<file path="src/rtl/cache_port_arbiter_if.sv">
// cache_port_arbiter_if
// One word-wide request/response channel. The same interface type is used
// for both requester channels (A and B) and for the channel to the cache.
//   master : the side that issues requests (drives addr/wdata/bval/rd/wr
//            and receives rdata/ack/err)
//   slave  : the side that serves requests (receives the request fields
//            and drives rdata/ack/err)
// Signals:
//   addr  [ADDR_WIDTH]  request address
//   wdata [WORD_WIDTH]  write data
//   bval  [WORD_WIDTH/8] byte enables
//   rd/wr               read / write request
//   rdata [WORD_WIDTH]  read data
//   ack                 completion
//   err                 completion with error
interface cache_port_arbiter_if #(
  parameter int ADDR_WIDTH = 16,
  parameter int WORD_WIDTH = 32
);
  localparam int BVAL_WIDTH = WORD_WIDTH / 8;

  logic [ADDR_WIDTH-1:0] addr;
  logic [WORD_WIDTH-1:0] wdata;
  logic [BVAL_WIDTH-1:0] bval;
  logic                  rd;
  logic                  wr;
  logic [WORD_WIDTH-1:0] rdata;
  logic                  ack;
  logic                  err;

  modport master (
    output addr, wdata, bval, rd, wr,
    input  rdata, ack, err
  );

  modport slave (
    input  addr, wdata, bval, rd, wr,
    output rdata, ack, err
  );
endinterface

</file>
<file path="src/rtl/cache_port_arbiter.sv">
// cache_port_arbiter
// Shares one cache port between two requesters (A and B) using round-robin
// arbitration. A transaction runs IDLE -> BUSY -> RELEASE -> IDLE. The
// winner's request fields are captured on grant, so the requesters may
// change their inputs freely while the cache access is in flight.
//
// Optional feature: define CACHE_ARB_TIMEOUT_EN to add a BUSY watchdog.
// After TIMEOUT_CYCLES BUSY cycles without sys ack, the access is dropped and
// the winner gets ack and err together. Without the macro, BUSY waits for
// the cache indefinitely and err is always 0.
//
// Ports:
//   cache_clk : clock, rising edge
//   rst       : asynchronous active-high reset
//   a_port    : requester A channel (slave side)
//   b_port    : requester B channel (slave side)
//   sys_port  : cache channel (master side); all request outputs registered
module cache_port_arbiter #(
  parameter int ADDR_WIDTH     = 16,
  parameter int WORD_WIDTH     = 32,
  parameter int TIMEOUT_CYCLES = 255
) (
  input  logic                 cache_clk,
  input  logic                 rst,
  cache_port_arbiter_if.slave  a_port,
  cache_port_arbiter_if.slave  b_port,
  cache_port_arbiter_if.master sys_port
);
  localparam int BVAL_WIDTH = WORD_WIDTH / 8;

  localparam logic [1:0] S_IDLE    = 2'd0;
  localparam logic [1:0] S_BUSY    = 2'd1;
  localparam logic [1:0] S_RELEASE = 2'd2;

  logic [1:0]            state_q, state_d;
  logic                  last_b_q, last_b_d;
  logic                  win_b_q, win_b_d;
  logic [ADDR_WIDTH-1:0] addr_q, addr_d;
  logic [WORD_WIDTH-1:0] wdata_q, wdata_d;
  logic [BVAL_WIDTH-1:0] bval_q, bval_d;
  logic                  sys_rd_q, sys_rd_d;
  logic                  sys_wr_q, sys_wr_d;
  logic                  a_ack_q, a_ack_d;
  logic                  b_ack_q, b_ack_d;
  logic [WORD_WIDTH-1:0] a_rdata_q, a_rdata_d;
  logic [WORD_WIDTH-1:0] b_rdata_q, b_rdata_d;
`ifdef CACHE_ARB_TIMEOUT_EN
  localparam logic [7:0] TIMEOUT_LAST = 8'(TIMEOUT_CYCLES - 1);
  logic [7:0]            cnt_q, cnt_d;
  logic                  a_err_q, a_err_d;
  logic                  b_err_q, b_err_d;
`endif

  logic req_a;
  logic req_b;
  logic grant_b;
  logic op_wr;

  // Round-robin: B wins a tie only when A was granted last.
  assign req_a   = a_port.rd | a_port.wr;
  assign req_b   = b_port.rd | b_port.wr;
  assign grant_b = req_b & (~req_a | ~last_b_q);
  // wr takes precedence over rd on the same port.
  assign op_wr   = grant_b ? b_port.wr : a_port.wr;

  always_comb begin
    state_d   = state_q;
    last_b_d  = last_b_q;
    win_b_d   = win_b_q;
    addr_d    = addr_q;
    wdata_d   = wdata_q;
    bval_d    = bval_q;
    sys_rd_d  = sys_rd_q;
    sys_wr_d  = sys_wr_q;
    a_ack_d   = 1'b0;
    b_ack_d   = 1'b0;
    a_rdata_d = a_rdata_q;
    b_rdata_d = b_rdata_q;
`ifdef CACHE_ARB_TIMEOUT_EN
    cnt_d     = cnt_q;
    a_err_d   = 1'b0;
    b_err_d   = 1'b0;
`endif

    case (state_q)
      S_IDLE: begin
        if (req_a | req_b) begin
          state_d  = S_BUSY;
          win_b_d  = grant_b;
          last_b_d = grant_b;
          addr_d   = grant_b ? b_port.addr  : a_port.addr;
          wdata_d  = grant_b ? b_port.wdata : a_port.wdata;
          bval_d   = grant_b ? b_port.bval  : a_port.bval;
          sys_wr_d = op_wr;
          sys_rd_d = ~op_wr;
`ifdef CACHE_ARB_TIMEOUT_EN
          cnt_d    = 8'd0;
`endif
        end
      end

      S_BUSY: begin
        if (sys_port.ack) begin
          state_d  = S_RELEASE;
          sys_rd_d = 1'b0;
          sys_wr_d = 1'b0;
          if (win_b_q) begin
            b_ack_d = 1'b1;
            if (sys_rd_q) b_rdata_d = sys_port.rdata;
          end else begin
            a_ack_d = 1'b1;
            if (sys_rd_q) a_rdata_d = sys_port.rdata;
          end
        end
`ifdef CACHE_ARB_TIMEOUT_EN
        // Watchdog expiry: complete with error, read data untouched.
        else if (cnt_q == TIMEOUT_LAST) begin
          state_d  = S_RELEASE;
          sys_rd_d = 1'b0;
          sys_wr_d = 1'b0;
          if (win_b_q) begin
            b_ack_d = 1'b1;
            b_err_d = 1'b1;
          end else begin
            a_ack_d = 1'b1;
            a_err_d = 1'b1;
          end
        end else begin
          cnt_d = cnt_q + 8'd1;
        end
`endif
      end

      S_RELEASE: begin
        state_d = S_IDLE;
      end

      default: begin
        state_d  = S_IDLE;
        sys_rd_d = 1'b0;
        sys_wr_d = 1'b0;
      end
    endcase
  end

  always_ff @(posedge cache_clk or posedge rst) begin
    if (rst) begin
      state_q   <= S_IDLE;
      last_b_q  <= 1'b1;
      win_b_q   <= 1'b0;
      addr_q    <= '0;
      wdata_q   <= '0;
      bval_q    <= '0;
      sys_rd_q  <= 1'b0;
      sys_wr_q  <= 1'b0;
      a_ack_q   <= 1'b0;
      b_ack_q   <= 1'b0;
      a_rdata_q <= '0;
      b_rdata_q <= '0;
`ifdef CACHE_ARB_TIMEOUT_EN
      cnt_q     <= 8'd0;
      a_err_q   <= 1'b0;
      b_err_q   <= 1'b0;
`endif
    end else begin
      state_q   <= state_d;
      last_b_q  <= last_b_d;
      win_b_q   <= win_b_d;
      addr_q    <= addr_d;
      wdata_q   <= wdata_d;
      bval_q    <= bval_d;
      sys_rd_q  <= sys_rd_d;
      sys_wr_q  <= sys_wr_d;
      a_ack_q   <= a_ack_d;
      b_ack_q   <= b_ack_d;
      a_rdata_q <= a_rdata_d;
      b_rdata_q <= b_rdata_d;
`ifdef CACHE_ARB_TIMEOUT_EN
      cnt_q     <= cnt_d;
      a_err_q   <= a_err_d;
      b_err_q   <= b_err_d;
`endif
    end
  end

  assign sys_port.addr  = addr_q;
  assign sys_port.wdata = wdata_q;
  assign sys_port.bval  = bval_q;
  assign sys_port.rd    = sys_rd_q;
  assign sys_port.wr    = sys_wr_q;

  assign a_port.rdata = a_rdata_q;
  assign a_port.ack   = a_ack_q;
  assign b_port.rdata = b_rdata_q;
  assign b_port.ack   = b_ack_q;
`ifdef CACHE_ARB_TIMEOUT_EN
  assign a_port.err   = a_err_q;
  assign b_port.err   = b_err_q;
`else
  assign a_port.err   = 1'b0;
  assign b_port.err   = 1'b0;
`endif
endmodule
</file>
<file path="src/flat_wrapper.sv">
// flat-port wrapper written by rule: the top's interface ports become plain ports
module cache_port_arbiter_flat 
#(
  parameter int ADDR_WIDTH     = 16,
  parameter int WORD_WIDTH     = 32,
  parameter int TIMEOUT_CYCLES = 255
)
  (cache_clk, rst, a_port_addr, a_port_wdata, a_port_bval, a_port_rd, a_port_wr, a_port_rdata, a_port_ack, a_port_err, b_port_addr, b_port_wdata, b_port_bval, b_port_rd, b_port_wr, b_port_rdata, b_port_ack, b_port_err, sys_port_addr, sys_port_wdata, sys_port_bval, sys_port_rd, sys_port_wr, sys_port_rdata, sys_port_ack, sys_port_err);
  cache_port_arbiter_if #(.ADDR_WIDTH(ADDR_WIDTH), .WORD_WIDTH(WORD_WIDTH)) a_port_i ();
  cache_port_arbiter_if #(.ADDR_WIDTH(ADDR_WIDTH), .WORD_WIDTH(WORD_WIDTH)) b_port_i ();
  cache_port_arbiter_if #(.ADDR_WIDTH(ADDR_WIDTH), .WORD_WIDTH(WORD_WIDTH)) sys_port_i ();
  input  logic cache_clk;
  input  logic rst;
  input wire logic [$bits(a_port_i.addr)-1:0] a_port_addr;
  input wire logic [$bits(a_port_i.wdata)-1:0] a_port_wdata;
  input wire logic [$bits(a_port_i.bval)-1:0] a_port_bval;
  input wire logic [$bits(a_port_i.rd)-1:0] a_port_rd;
  input wire logic [$bits(a_port_i.wr)-1:0] a_port_wr;
  output wire logic [$bits(a_port_i.rdata)-1:0] a_port_rdata;
  output wire logic [$bits(a_port_i.ack)-1:0] a_port_ack;
  output wire logic [$bits(a_port_i.err)-1:0] a_port_err;
  input wire logic [$bits(b_port_i.addr)-1:0] b_port_addr;
  input wire logic [$bits(b_port_i.wdata)-1:0] b_port_wdata;
  input wire logic [$bits(b_port_i.bval)-1:0] b_port_bval;
  input wire logic [$bits(b_port_i.rd)-1:0] b_port_rd;
  input wire logic [$bits(b_port_i.wr)-1:0] b_port_wr;
  output wire logic [$bits(b_port_i.rdata)-1:0] b_port_rdata;
  output wire logic [$bits(b_port_i.ack)-1:0] b_port_ack;
  output wire logic [$bits(b_port_i.err)-1:0] b_port_err;
  output wire logic [$bits(sys_port_i.addr)-1:0] sys_port_addr;
  output wire logic [$bits(sys_port_i.wdata)-1:0] sys_port_wdata;
  output wire logic [$bits(sys_port_i.bval)-1:0] sys_port_bval;
  output wire logic [$bits(sys_port_i.rd)-1:0] sys_port_rd;
  output wire logic [$bits(sys_port_i.wr)-1:0] sys_port_wr;
  input wire logic [$bits(sys_port_i.rdata)-1:0] sys_port_rdata;
  input wire logic [$bits(sys_port_i.ack)-1:0] sys_port_ack;
  input wire logic [$bits(sys_port_i.err)-1:0] sys_port_err;
  assign a_port_i.addr = a_port_addr;
  assign a_port_i.wdata = a_port_wdata;
  assign a_port_i.bval = a_port_bval;
  assign a_port_i.rd = a_port_rd;
  assign a_port_i.wr = a_port_wr;
  assign a_port_rdata = a_port_i.rdata;
  assign a_port_ack = a_port_i.ack;
  assign a_port_err = a_port_i.err;
  assign b_port_i.addr = b_port_addr;
  assign b_port_i.wdata = b_port_wdata;
  assign b_port_i.bval = b_port_bval;
  assign b_port_i.rd = b_port_rd;
  assign b_port_i.wr = b_port_wr;
  assign b_port_rdata = b_port_i.rdata;
  assign b_port_ack = b_port_i.ack;
  assign b_port_err = b_port_i.err;
  assign sys_port_addr = sys_port_i.addr;
  assign sys_port_wdata = sys_port_i.wdata;
  assign sys_port_bval = sys_port_i.bval;
  assign sys_port_rd = sys_port_i.rd;
  assign sys_port_wr = sys_port_i.wr;
  assign sys_port_i.rdata = sys_port_rdata;
  assign sys_port_i.ack = sys_port_ack;
  assign sys_port_i.err = sys_port_err;
  cache_port_arbiter #(.ADDR_WIDTH(ADDR_WIDTH), .WORD_WIDTH(WORD_WIDTH), .TIMEOUT_CYCLES(TIMEOUT_CYCLES)) u_core (.cache_clk(cache_clk), .rst(rst), .a_port(a_port_i), .b_port(b_port_i), .sys_port(sys_port_i));
endmodule
</file>
<file path="config.mk">
export PLATFORM = sky130hd
export DESIGN_NAME = cache_port_arbiter_flat
export DESIGN_NICKNAME = d
export VERILOG_FILES = /design/src/rtl/cache_port_arbiter_if.sv /design/src/rtl/cache_port_arbiter.sv /design/src/flat_wrapper.sv
export SDC_FILE = /design/constraint.sdc
export NUM_CORES = 1
export LEC_CHECK = 0
export CAP_MARGIN = 20
export CORE_UTILIZATION = 41
export DETAILED_ROUTE_END_ITERATION = 8
export PLACE_DENSITY = 0.91
export SYNTH_ARGS = -nofsm -noshare
export SYNTH_HDL_FRONTEND = slang
export SYNTH_SLANG_ARGS = --single-unit
</file>
<file path="constraint.sdc">
create_clock -name cache_clk -period 5.2 [get_ports cache_clk]
set_clock_uncertainty 0.15 [all_clocks]
set_input_delay 1.04 -clock cache_clk [delete_from_list [all_inputs] [get_ports cache_clk]]
set_output_delay 1.04 -clock cache_clk [all_outputs]
set_load 0.01 [all_outputs]
</file>
==> PnR_summary.wiki <==
{| class="wikitable"
! Metric !! Value
|-
| Cell chosen for the clock root || clkbuf_16
|-
| Count of TritonRoute iterations in the first routing pass || 4
|-
| CTS Sinks || 124
|-
| Sum of routed wire length over all layers || 15.27 mm
|-
| Top FF cell, synth || dfrtp_1
|-
| Post-DRT Antenna Nets || 0
|-
| Tcrit/Tclk final || 63.29%
|-
| Maximum buffer depth of the clock tree || 2
|-
| Crit end category || register
|-
| Io pins || 266
|-
| Worst hold path class || register to register
|-
| TNS Setup || 0 ns
|-
| Post-detail-place hpwl || 11.13 mm
|-
| Synthesis-to-finish area growth || 61.27%
|-
| Vias per inst || 5.018
|-
| Mapped Avg Cell Area || 11.76 um2
|-
| Remaining max-slew budget at the tightest pin || 41.59%
|-
| Fraction of layout cells with a size suffix above 1 || 22.36%
|-
| Sort of element at the start of the critical path || input pin
|-
| Final cell area excluding filler cells || 8705 um2
|-
| Number of buffer and inverter instances along the worst setup path || 2
|-
| Measured slew at the worst slew-check pin || 0.8751 ns
|-
| Antenna violations before repair || 0
|-
| Post-Syn Area || 5398 um2
|-
| CTS H-tree depth || 4
|-
| Top cell type's share of synthesized area || 57.02%
|-
| Antenna Diode Count || 0
|-
| IR drop worst, VDD || 0.2976 mV
|-
| Most frequently used cell type in the post-synthesis netlist || dfrtp_1
|-
| Via count of the first global-routing pass || 4758
|-
| Placement Cell Area || 8085 um2
|-
| Setup repair after global routing missed its margin || no
|-
| Vias after detailed routing || 4521
|-
| First-iteration detailed-routing DRC count || 219
|-
| Peak clock frequency supported by timing || 0.3038 GHz
|-
| Count of instances resized after the clock tree is built || 0
|-
| CTS Buf Count || 17
|-
| Synth async-reset ratio || 100.0%
|-
| Most prevalent standard cell on the critical path || a21oi_1
|-
| Pwr per Cell Area || 585.0 nW/um2
|-
| Cts hold-fix bufs || 0
|-
| Part of the Yosys area used for sequential elements || 57.51%
|-
| CP Data Arrival Time || 3.47 ns
|-
| Latest clock arrival within the worst-skew pair || 0.40 ns
|-
| Clock-pin slew of the registers on the worst-case setup and hold paths || 0.06 ns
|-
| Number of remaining DRC errors || 0
|-
| Largest fanout on the critical path || 31
|-
| Final max-slew violation count || 0
|-
| Effective utilization at floorplan || 42.43%
|-
| Footprint of the multi-input gates || 2076 um2
|-
| Total setup buffers inserted after CTS || 0
|-
| Ranking of synthesized cells by area || dfrtp_1, mux2_2, a21oi_2
|-
| Critical path, cell by cell || clkdlybuf4s50_1 > or4_4 > nand2_2 > buf_4 > a21oi_1 > a21oi_1
|-
| Number of port buffers || 262
|-
| Global Route Usage Sum || 22.72%
|-
| Top cell type by total area after synthesis || dfrtp_1
|-
| Top post-synthesis cells by count || dfrtp_1, a21oi_1, mux2_2, nand2_1, a21oi_2
|-
| Number of enable flip-flop cells after synthesis || 0
|-
| Die Y || 116.7 um
|-
| Count of state elements after synthesis || 124
|-
| Result of the run || finished clean
|-
| TritonCTS clock tree || built
|-
| Minimum clock period || 3.291 ns
|-
| Number of filler cells placed in the layout || 912
|-
| Synthesized instance count || 459
|-
| Storage cell area || 3104 um2
|-
| Unique cell type count in the Yosys netlist || 32
|-
| Number of violations of the max-capacitance limit || 0
|-
| Leakage || 3.598 nW
|-
| Aggregate global routing overflow || 0
|-
| Worst endpoint required time || 5.37 ns
|-
| Die area || 13630 um2
|-
| Crit Path Class || input pin to register
|-
| Family of cells with the greatest summed delay on the critical path || simple AND/OR/NAND/NOR gates
|-
| Synth warnings || 0
|-
| Global-route wire length before repair || 23.40 mm
|-
| Core Rows || 41
|-
| Hold Vio Cnt, Final || 0
|-
| Global placer's final weighted congestion || 0.7881
|-
| Standard cell with the maximum stage delay on the critical path || or4_4
|-
| Setup violation total in the final timing report || 0
|-
| Post-DR wirelength/cell || 16.95 um
|-
| Floorplan Core Area || 12720 um2
|-
| Chip Width || 116.7 um
|-
| Pin count of the biggest net entering global routing || 81
|-
| Final-stage net count || 860
|-
| Longest individual stage delay on the worst path || 0.62 ns
|}
[report_power, final]
| group | switching [W] | internal (W) | leakage, nW |
|---|---|---|---|
| Sequential | 0.000293 | 0.00143 | 1.49 |
| Combinational | 0.000939 | 0.00125 | 1.82 |
| Clock | 0.000453 | 0.000717 | 0.281 |
[per-stage QoR]
step / hold WS [ns] / std cells / total power, W / utilization [%] / setup WS (ns)
2_1_floorplan: 0.3033 / 460 / 0.002699 / - / 0.7124
3_5_place_dp: 0.3306 / 868 / 0.003945 / 63.55 / 1.481
6_report: 0.3409 / 901 / 0.005092 / 68.42 / 1.909
5_1_grt: 0.3638 / 901 / 0.005380 / 68.42 / 1.760
3_3_place_gp: 0.3170 / 867 / 0.003826 / 63.40 / 1.560
4_1_cts: 0.3410 / 900 / 0.005140 / 68.20 / 1.913
[state kept, by name, summed over array words and instances, names as in the netlist]
register / count
u_core.state_q: 2
u_core.a_port.ack: 1
u_core.sys_port.bval: 4
u_core.last_b_q: 1
u_core.a_port.rdata: 32
u_core.sys_port.rd: 1
u_core.sys_port.addr: 16
u_core.sys_port.wdata: 32
u_core.b_port.rdata: 32
u_core.b_port.ack: 1
u_core.win_b_q: 1
u_core.sys_port.wr: 1
[cells by family after synthesis]
group / Yosys count / synth area share, %
compound gates: 115 / 13.70
mux: 64 / 13.35
buf+inv: 34 / 4.335
flops: 124 / 57.51
simple gates: 121 / 11.03
other cells: 1 / 0.06947
[area by class of cell]
| cell class | count | share of cell area [%] |
|---|---|---|
| multi-input combinational | 302 | 23.85 |
| timing repair buffer | 269 | 31.11 |
| sequential | 124 | 35.66 |
| inverter | 2 | 0.1150 |
| tap | 172 | 2.472 |
| clock buffer | 18 | 4.930 |
| clock inverter | 14 | 1.869 |
[placed cells by master (no fill, tap or decap), drive strengths merged, types with 2 or more instances in the layout]
| master | synthesis | final |
|---|---|---|
| clkinv | 0 | 4 |
| nand2 | 57 | 57 |
| o21ai | 5 | 5 |
| nand2b | 3 | 3 |
| mux2 | 64 | 64 |
| nor2 | 55 | 55 |
| buf | 24 | 7 |
| dfrtp | 123 | 123 |
| clkdlybuf4s50 | 0 | 262 |
| a21oi | 105 | 105 |
| and2 | 2 | 2 |
| inv | 2 | 7 |
| conb | 1 | 2 |
| clkbuf | 8 | 18 |
| clkinvlp | 0 | 3 |
| bufinv | 0 | 2 |
[worst register-to-register path, cell delays in order (launching register included)]
cell,delay (ns)
dfrtp_1,0.41
and3b_1,0.32
nand3_2,0.69
mux2_1,0.63
[layer usage]
| metal | share of wire, % | global-route usage, % | vias to the layer above |
|---|---|---|---|
| met5 | 0 | 0 | - |
| met4 | 2.1 | 8.692 | 0 |
| met3 | 9.5 | 8.718 | 23 |
| met2 | 52 | 40.51 | 224 |
| met1 | 37 | 24.28 | 2192 |
| li1 | - | - | 2082 |
[path summary, 6_finish.rpt]
kind,end,slack [ns],cells after the start,start
max,u_core.sys_port.bval[3],1.91,6,b_port_wr
min reg2reg,u_core.a_port.rdata[24],0.34,1,u_core.a_port.rdata[24]
min,u_core.a_port.rdata[24],0.34,1,u_core.a_port.rdata[24]
max reg2reg,u_core.b_port.rdata[11],2.87,3,u_core.state_q[1]
min in group asynchronous,u_core.b_port.rdata[2],0.81,2,rst
max in group asynchronous,u_core.last_b_q,3.08,4,rst
Power figures use the tool's default switching activity.
